`src/rtl/div_issue_ctrl_pkg.sv`:
```
// Shared definitions for the EX-stage divide issue controller.
// State encoding of the issue FSM and the bit split of the divider result word.
// No logic lives here.
package div_issue_ctrl_pkg;

    typedef enum logic [1:0] {
        DIVC_IDLE = 2'd0,
        DIVC_BUSY = 2'd1,
        DIVC_DONE = 2'd2
    } divc_state_e;

    // Divider result word: quotient in the upper half, remainder in the lower half.
    localparam int QUOT_MSB = 63;
    localparam int QUOT_LSB = 32;
    localparam int REM_MSB  = 31;
    localparam int REM_LSB  = 0;

endpackage

```
`src/rtl/div_watchdog.sv`:
```
// Watchdog for a divide in flight: counts enabled cycles since the last clear.
// expire_o is combinational and fires on the TIMEOUT_CYCLES-th enabled cycle.
// No backpressure; the owner decides what to do with the pulse.
module div_watchdog #(
    parameter int TIMEOUT_CYCLES = 64,
    parameter int CNT_W          = 7
) (
    input  logic clk,
    input  logic rst,
    input  logic clr_i,
    input  logic en_i,
    output logic expire_o
);

    localparam logic [CNT_W-1:0] CNT_LAST = CNT_W'(TIMEOUT_CYCLES - 1);
    localparam logic [CNT_W-1:0] CNT_ONE  = CNT_W'(1);

    logic [CNT_W-1:0] cnt_q;
    logic [CNT_W-1:0] cnt_d;

    // The current cycle is the last allowed one when the count already holds TIMEOUT-1.
    assign expire_o = en_i & ~clr_i & (cnt_q == CNT_LAST);

    // Clear wins over counting so a fresh operation always starts from zero.
    always_comb begin
        cnt_d = cnt_q;
        if (clr_i) begin
            cnt_d = '0;
        end else if (en_i) begin
            cnt_d = cnt_q + CNT_ONE;
        end
    end

    // Counter register.
    always_ff @(posedge clk) begin
        if (rst) begin
            cnt_q <= '0;
        end else begin
            cnt_q <= cnt_d;
        end
    end

endmodule

```
`src/rtl/div_issue_ctrl.sv`:
```
// Sequences the shared divider for DIV/DIVU in EX: latches operands, drives start/annul,
// stalls the pipe from issue until the result is held (divider latency + 1; divide-by-zero 1).
// Result is offered on hilo_we_o until stall_i drops; flush kills the instruction at any point.
module div_issue_ctrl
    import div_issue_ctrl_pkg::*;
#(
    parameter int TIMEOUT_CYCLES = 64,
    parameter int CNT_W          = 7
) (
    input  logic        clk,
    input  logic        rst,
    input  logic        ex_div_valid_i,
    input  logic        ex_div_signed_i,
    input  logic [31:0] ex_op1_i,
    input  logic [31:0] ex_op2_i,
    input  logic        flush_i,
    input  logic        stall_i,
    output logic        div_start_o,
    output logic        div_annul_o,
    output logic        div_signed_o,
    output logic [31:0] div_op1_o,
    output logic [31:0] div_op2_o,
    input  logic [63:0] div_result_i,
    input  logic        div_ready_i,
    output logic        stallreq_o,
    output logic        hilo_we_o,
    output logic [31:0] hi_o,
    output logic [31:0] lo_o,
    output logic        timeout_o
);

    divc_state_e state_q, state_d;
    logic        start_q, start_d;
    logic        signed_q, signed_d;
    logic [31:0] op1_q, op1_d;
    logic [31:0] op2_q, op2_d;
    logic [31:0] hi_q, hi_d;
    logic [31:0] lo_q, lo_d;

    logic wd_clr;
    logic wd_en;
    logic wd_expire;

    // Only BUSY cycles that neither complete nor get flushed count towards a hang.
    assign wd_clr = (state_q != DIVC_BUSY);
    assign wd_en  = (state_q == DIVC_BUSY) & ~flush_i & ~div_ready_i;

    div_watchdog #(
        .TIMEOUT_CYCLES (TIMEOUT_CYCLES),
        .CNT_W          (CNT_W)
    ) u_watchdog (
        .clk      (clk),
        .rst      (rst),
        .clr_i    (wd_clr),
        .en_i     (wd_en),
        .expire_o (wd_expire)
    );

    assign div_start_o  = start_q;
    assign div_signed_o = signed_q;
    assign div_op1_o    = op1_q;
    assign div_op2_o    = op2_q;
    assign hilo_we_o    = (state_q == DIVC_DONE);
    // hi/lo registers are cleared on every exit from DONE, so they read 0 whenever hilo_we_o is low.
    assign hi_o         = hi_q;
    assign lo_o         = lo_q;
    assign timeout_o    = wd_expire;
    // Cancel the divider when the in-flight op is killed by flush or abandoned by the watchdog.
    assign div_annul_o  = (state_q == DIVC_BUSY) & (flush_i | wd_expire);
    assign stallreq_o   = ex_div_valid_i & ~flush_i & (state_q != DIVC_DONE);

    // Next-state logic: flush overrides completion, timeout and new issue.
    always_comb begin
        state_d  = state_q;
        start_d  = start_q;
        signed_d = signed_q;
        op1_d    = op1_q;
        op2_d    = op2_q;
        hi_d     = hi_q;
        lo_d     = lo_q;

        if (flush_i) begin
            state_d = DIVC_IDLE;
            start_d = 1'b0;
            hi_d    = '0;
            lo_d    = '0;
        end else begin
            case (state_q)
                DIVC_IDLE: begin
                    if (ex_div_valid_i) begin
                        if (ex_op2_i != 32'd0) begin
                            state_d  = DIVC_BUSY;
                            start_d  = 1'b1;
                            signed_d = ex_div_signed_i;
                            op1_d    = ex_op1_i;
                            op2_d    = ex_op2_i;
                        end else begin
                            // Divide-by-zero is answered locally; the divider is left alone.
                            state_d = DIVC_DONE;
                            hi_d    = '0;
                            lo_d    = '0;
                        end
                    end
                end
                DIVC_BUSY: begin
                    if (div_ready_i) begin
                        state_d = DIVC_DONE;
                        hi_d    = div_result_i[REM_MSB:REM_LSB];
                        lo_d    = div_result_i[QUOT_MSB:QUOT_LSB];
                    end else if (wd_expire) begin
                        // Back to IDLE; the instruction is still in EX and reissues from there.
                        state_d = DIVC_IDLE;
                        start_d = 1'b0;
                    end
                end
                DIVC_DONE: begin
                    // start stays high while held so the divider keeps its result.
                    if (!stall_i) begin
                        state_d = DIVC_IDLE;
                        start_d = 1'b0;
                        hi_d    = '0;
                        lo_d    = '0;
                    end
                end
                default: begin
                    state_d = DIVC_IDLE;
                    start_d = 1'b0;
                    hi_d    = '0;
                    lo_d    = '0;
                end
            endcase
        end
    end

    // State and registered outputs.
    always_ff @(posedge clk) begin
        if (rst) begin
            state_q  <= DIVC_IDLE;
            start_q  <= 1'b0;
            signed_q <= 1'b0;
            op1_q    <= '0;
            op2_q    <= '0;
            hi_q     <= '0;
            lo_q     <= '0;
        end else begin
            state_q  <= state_d;
            start_q  <= start_d;
            signed_q <= signed_d;
            op1_q    <= op1_d;
            op2_q    <= op2_d;
            hi_q     <= hi_d;
            lo_q     <= lo_d;
        end
    end

endmodule
```
`config.mk`:
```
export PLATFORM = sky130hd
export DESIGN_NAME = div_issue_ctrl
export DESIGN_NICKNAME = d
export VERILOG_FILES = /design/src/rtl/div_issue_ctrl_pkg.sv /design/src/rtl/div_watchdog.sv /design/src/rtl/div_issue_ctrl.sv
export SDC_FILE = /design/constraint.sdc
export NUM_CORES = 1
export LEC_CHECK = 0
export BUFFER_PORTS_ARGS = -buffer_cell sky130_fd_sc_hd__buf_2
export CAP_MARGIN = 0
export CELL_PAD_IN_SITES_DETAIL_PLACEMENT = 1
export CELL_PAD_IN_SITES_GLOBAL_PLACEMENT = 1
export CORE_MARGIN = 10
export CORE_UTILIZATION = 37
export DETAILED_ROUTE_END_ITERATION = 10
export PLACE_DENSITY_LB_ADDON = 0.1
export RECOVER_POWER = 25
export REMOVE_ABC_BUFFERS = 1
export SLEW_MARGIN = 10
export SYNTH_ARGS = -nofsm -noshare
export SYNTH_HDL_FRONTEND = slang
export SYNTH_HIERARCHICAL = 1
export SYNTH_SLANG_ARGS = --single-unit
```
`constraint.sdc`:
```
create_clock -name clk -period 4.96 [get_ports clk]
set_input_delay 0.992 -clock clk [delete_from_list [all_inputs] [get_ports clk]]
set_output_delay 0.992 -clock clk [all_outputs]
set_load 0.1 [all_outputs]
```
Word-level counts from Yosys, hierarchy flattened
Cells that the tools add are included.

storage, ports and cells
  register bits = 139
  bits of input ports = 135
  output and inout bits = 134

operators by class
  $add $sub $neg = 1
  equality and inequality tests = 13
  muxes and demuxes = 19
  bitwise operators = 11
  reductions and logical operators = 8

operators with widths
  kind                 number
  $pmux 32 s3          2
  $mux 32              5
  $reduce_bool 32->1   1
  $ne 2x2->1 const B   8
  $mux 2               5
  $reduce_and 4->1     2
  $add 7x1->7 const B  1
  $and 1x1->1          7
  $eq 7x6->1 const B   1
  $pmux 2 s3           1
  $mux 1               5
  $reduce_and 5->1     1
  $reduce_or 2->1      2
  $ne 3x3->1 const B   1
  $not 1->1            3
  $pmux 1 s3           1
  $reduce_and 3->1     1
  $eq 2x1->1 const B   1
  $eq 2x2->1 const B   1
  $logic_not 2->1      1
  $ne 2x1->1 const B   1
  $or 1x1->1           1

Longest topological paths before layout
  depth in word-level cells = 8
  depth in mapped cells = 8
  depth with buffers taken out = 8

Hierarchy
Netlist, hierarchy kept.

by module, submodules not included
  module          times used  cells each  area each (µm²)  seq. area each (µm²)
  div_issue_ctrl  1           622         5,875.6          2,642.5
  div_watchdog    1           32          301.5            140.1

Worst setup path before layout
Ideal clock, no wire load.

  kind = input-to-output
  start = in div_ready_i
  end = out div_annul_o
  arrival = 6.390 ns
  path slack = -2.422 ns
  stages on the path = 5
  buffers on the path = 0
  cells stage by stage = nor3_1 > nand4_2 > nor4_1 > nor2_1 > nor2_1

on the way
  word-level cells in the longest chain between the ends = 6

ends and longest elaborated chain
  what                      RTL line              source
  from (decl)               div_issue_ctrl.sv:24  input logic div_ready_i,
  $not 1->1                 div_issue_ctrl.sv:46  assign wd_en = (state_q == DIVC_BUSY) & ~flush_i & ~div_ready_i;
  $and 1x1->1               div_issue_ctrl.sv:46
  $and 1x1->1 (2 in a row)  div_watchdog.sv:22    assign expire_o = en_i & ~clr_i & (cnt_q == CNT_LAST);
  net timeout_o             div_issue_ctrl.sv:29  output logic timeout_o
  $or 1x1->1                div_issue_ctrl.sv:69  assign div_annul_o = (state_q == DIVC_BUSY) & (flush_i | wd_expire);
  $and 1x1->1               div_issue_ctrl.sv:69
  to (decl)                 div_issue_ctrl.sv:19  output logic div_annul_o,

The timed path passes the listed nets, and every way through them passes these cells.

Worst setup path after layout
  start = in div_ready_i
  end = out div_annul_o

on the way
  word-level cells in the longest chain between the ends = 6

ends and longest elaborated chain
  what                      RTL line              source
  $not 1->1                 div_issue_ctrl.sv:46
  $and 1x1->1               div_issue_ctrl.sv:46
  net wd_en                 div_issue_ctrl.sv:41  logic wd_en;
  $and 1x1->1 (2 in a row)  div_watchdog.sv:22
  $or 1x1->1                div_issue_ctrl.sv:69
  $and 1x1->1               div_issue_ctrl.sv:69

The timed path passes the listed nets, and every way through them passes these cells.

==> flow_summary.yaml <==
synthesis:
  yosysTopAreaCellShare_pct: 45.0
  yosys.area_share.simple_pct: 17.2
  synth-compound-area-share_pct: 20.8
  syn_area_um2: 6180
  synth_warnings: 6
  synthTopCellsByArea: "dfxtp_1 45%, nand2b_1 13%, mux2i_1 11%, a311oi_1 9.1%, a21oi_1 5.5%"
  yosys.area_share.adder_pct: 0.203
  synth_top_family_by_area: "compound AO/OA/AOI/OAI gates"
  synth_cells: 654
  synth_area_leader_cell: "dfxtp_1"
  synth_xor_area_share_pct: 0.567
  synth_seq_cells: 139
  synthMuxAreaShare_pct: 10.7
  seq_area_frac_synth_pct: 45.0
  synth_cell_types: 32
  syn_area_per_cell_um2: 9.45
clocking:
  postCtsSetupRepairBufs: 0
  cts_inserted_buffers: 17
  cts.clk_slew.worst_paths_ns: 0.05
  cts_hold_buf: 0
  clk_latency_ns: 0.41
  htree_levels: 4
  clock_path_buffers: 2
  cts_tree: "done"
  clock-root-buffer: "clkbuf_16"
  cts_sinks: 139
  cts_resized: 0
die:
  fp.coreArea_um2: 16500
  dieArea_um2: 22300
  core.rowCount: 47
  ios: 269
  dieHeight_um: 149
  start_util_pct: 37.5
  fp.dieW_um: 149
final_layout:
  mostFrequentLayoutCells: "207 x buf_2, 139 x dfxtp_1, 131 x nand2b_1, 68 x a21oi_1, 67 x o21ai_0"
  synthToLayoutAreaGrowth_pct: 32.2
  layout.nets: 1024
  final_common_cell: "buf_2"
  nFillCells: 2004
  drive_above_1_share_pct: 28.6
critical_path:
  cp.arrival_ns: 2.82
  critPathMaxFanout: 5
  endpoint_kind: "output port"
  r2r-end: "state_q[1]"
  cpPeakStageDelay_ns: 0.56
  cp_cell_sequence: "buf_2, nor3_1, buf_4, nand4_2, nor4_1, nor2_1, nor2_1, buf_2"
  ff2ff_path_depth: 9
  path_class: "primary input to output port"
  cp_data_required_time_ns: 3.97
  start_kind: "primary input"
  path_buf_inv: 3
  worst_r2r_startpoint: "state_q[0]"
  slowest_stage: "nor4_1"
  crit_family: "simple AND/OR/NAND/NOR gates"
  worst-path-stages: 8
  r2r_slack_ns: 2.40
grt:
  antenna_found_initial: 3
  grt_overflow: 0
  grt_max_degree: 96
  grt_pass1_vias: 6442
  track_usage_pct: 19.2
  grt_pass1_wl_um: 34600
hold_path:
  whs_endpoint: "div_op2_o[2]"
  holdPathStages: 2
  hp-start: "div_op2_o[2]"
  hp-class: "register to register"
sta:
  finalMaxSlewViolations: 0
  timing.slew.headroom_pct: 16.0
  worstMarginPinSlew_ns: 1.26
  setup_viol: 0
  post-route-period-util_pct: 76.9
  finalWorstSetupSlack_ns: 1.15
  rsz0062_at_grt: "no"
  hold_viol: 0
  fmax_mhz: 262
  hold_slack_ns: 0.474
  finalClockSkew_ns: 0.0120
  fin_crit_ns: 3.81
route:
  drt_iter0_drc: 249
  routedWlPerCell_um: 19.7
  wl_um: 22100
  ant_nets: 0
  dr_total_vias: 5922
  via_per_inst: 5.28
  dr.pass1.iters: 5
  drc_errors: 0
placement:
  pre_cts_ws_ns: 1.13
  hpwl_um: 15800
  portBuffers: 268
  gp_congestion: 0.769
power_and_ir_drop:
  vdd_drop_max_mv: 0.246
  power_density_nw_per_um2: 388
  p_leak_nw: 3.49
flow_run:
  cap_violations: 0
outcome:
  status: "finished, final reports clean"
-- worst max-delay path by stage --
| stage | from | to |
|---|---|---|
| CTS | state_q[0] | div_annul_o |
| floorplan | state_q[0] | div_annul_o |
| global placement | div_ready_i | div_annul_o |
| global route | state_q[0] | div_annul_o |
| finish | div_ready_i | div_annul_o |
| detailed placement | div_ready_i | div_annul_o |
-- synth_stat cells --
cell	count
nor2b_1	2
buf_6	1
o221a_1	2
mux2i_1	66
xor2_1	3
dfxtp_1	139
buf_4	1
nand2b_1	131
o221a_2	1
buf_2	20
a21o_1	1
or2_1	1
buf_1	1
ha_1	1
clkbuf_1	35
inv_2	2
nand4_1	2
nand2_1	5
xnor2_1	1
buf_8	5
a21oi_1	68
or2_2	2
a311oi_1	64
nor4_1	10
nor3_1	2
or3_1	3
nand4_2	2
and2b_1	1
nor2_4	1
o21ai_0	67
o21ai_1	2
nor2_1	12
-- state kept, by name, summed over array words and instances, names as in the netlist --
register and flops:
div_op1_o 32, div_op2_o 32, div_signed_o 1, div_start_o 1, hi_o 32, lo_o 32
state_q 2, u_watchdog/cnt_q 7
-- power breakdown --
group | total (mW) | internal [mW] | switching [mW]
Sequential | 1.17 | 1.15 | 0.0196
Combinational | 0.564 | 0.130 | 0.433
Clock | 1.43 | 0.945 | 0.488
Total | 3.17 | 2.23 | 0.940
-- worst reg2reg max path: stages (launching register included) --
cell and delay, ns:
dfxtp_1 0.45, and2b_1 0.21, inv_2 0.09, nor3_1 0.14, buf_4 0.18, nand4_2 0.13
nor4_1 0.56, nor2b_1 0.26, o21ai_0 0.12, o221a_2 0.31
-- final cells by class --
type | count | area (um2) | area share, %
clock inverter | 11 | 189 | 2.31
sequential | 139 | 2780 | 34.1
clock buffer | 21 | 480 | 5.88
inverter | 2 | 7.51 | 0.0919
antenna | 1 | 2.50 | 0.0306
multi-input combinational | 450 | 3080 | 37.7
tap | 220 | 275 | 3.37
timing repair buffer | 278 | 1350 | 16.5
-- stage by stage --
stage	TNS, ns	power [mW]	instances	area, um2	utilization [%]
after floorplan	-83.36	1.60	591	5850	-
after global placement	0	1.75	1089	7580	46.0
after global routing	0	3.30	1122	8170	49.6
after detailed placement	0	1.77	1089	7580	46.0
final	0	3.17	1122	8170	49.6
after CTS	0	3.21	1121	8250	50.1
-- metal layers --
metal  up-vias  wire (um)  track usage [%]
li1       2838          -                -
met1      2854       9530             22.5
met2       209      10300             30.6
met3        21       2040             8.89
met4         0        318             5.79
met5         -          0                0
-- kinds of logic (layout without fill, tap and decap cells) --
kind of cell | Yosys count | in the layout
flip-flops | 139 | 139
multiplexers | 66 | 66
AO/OA/AOI/OAI | 205 | 205
adder cells (fa/ha/maj) | 1 | 1
AND/OR/NAND/NOR | 174 | 174
other | 0 | 1
XOR/XNOR | 4 | 4
buffers and inverters | 65 | 312
(Power assumes the default switching activity.)
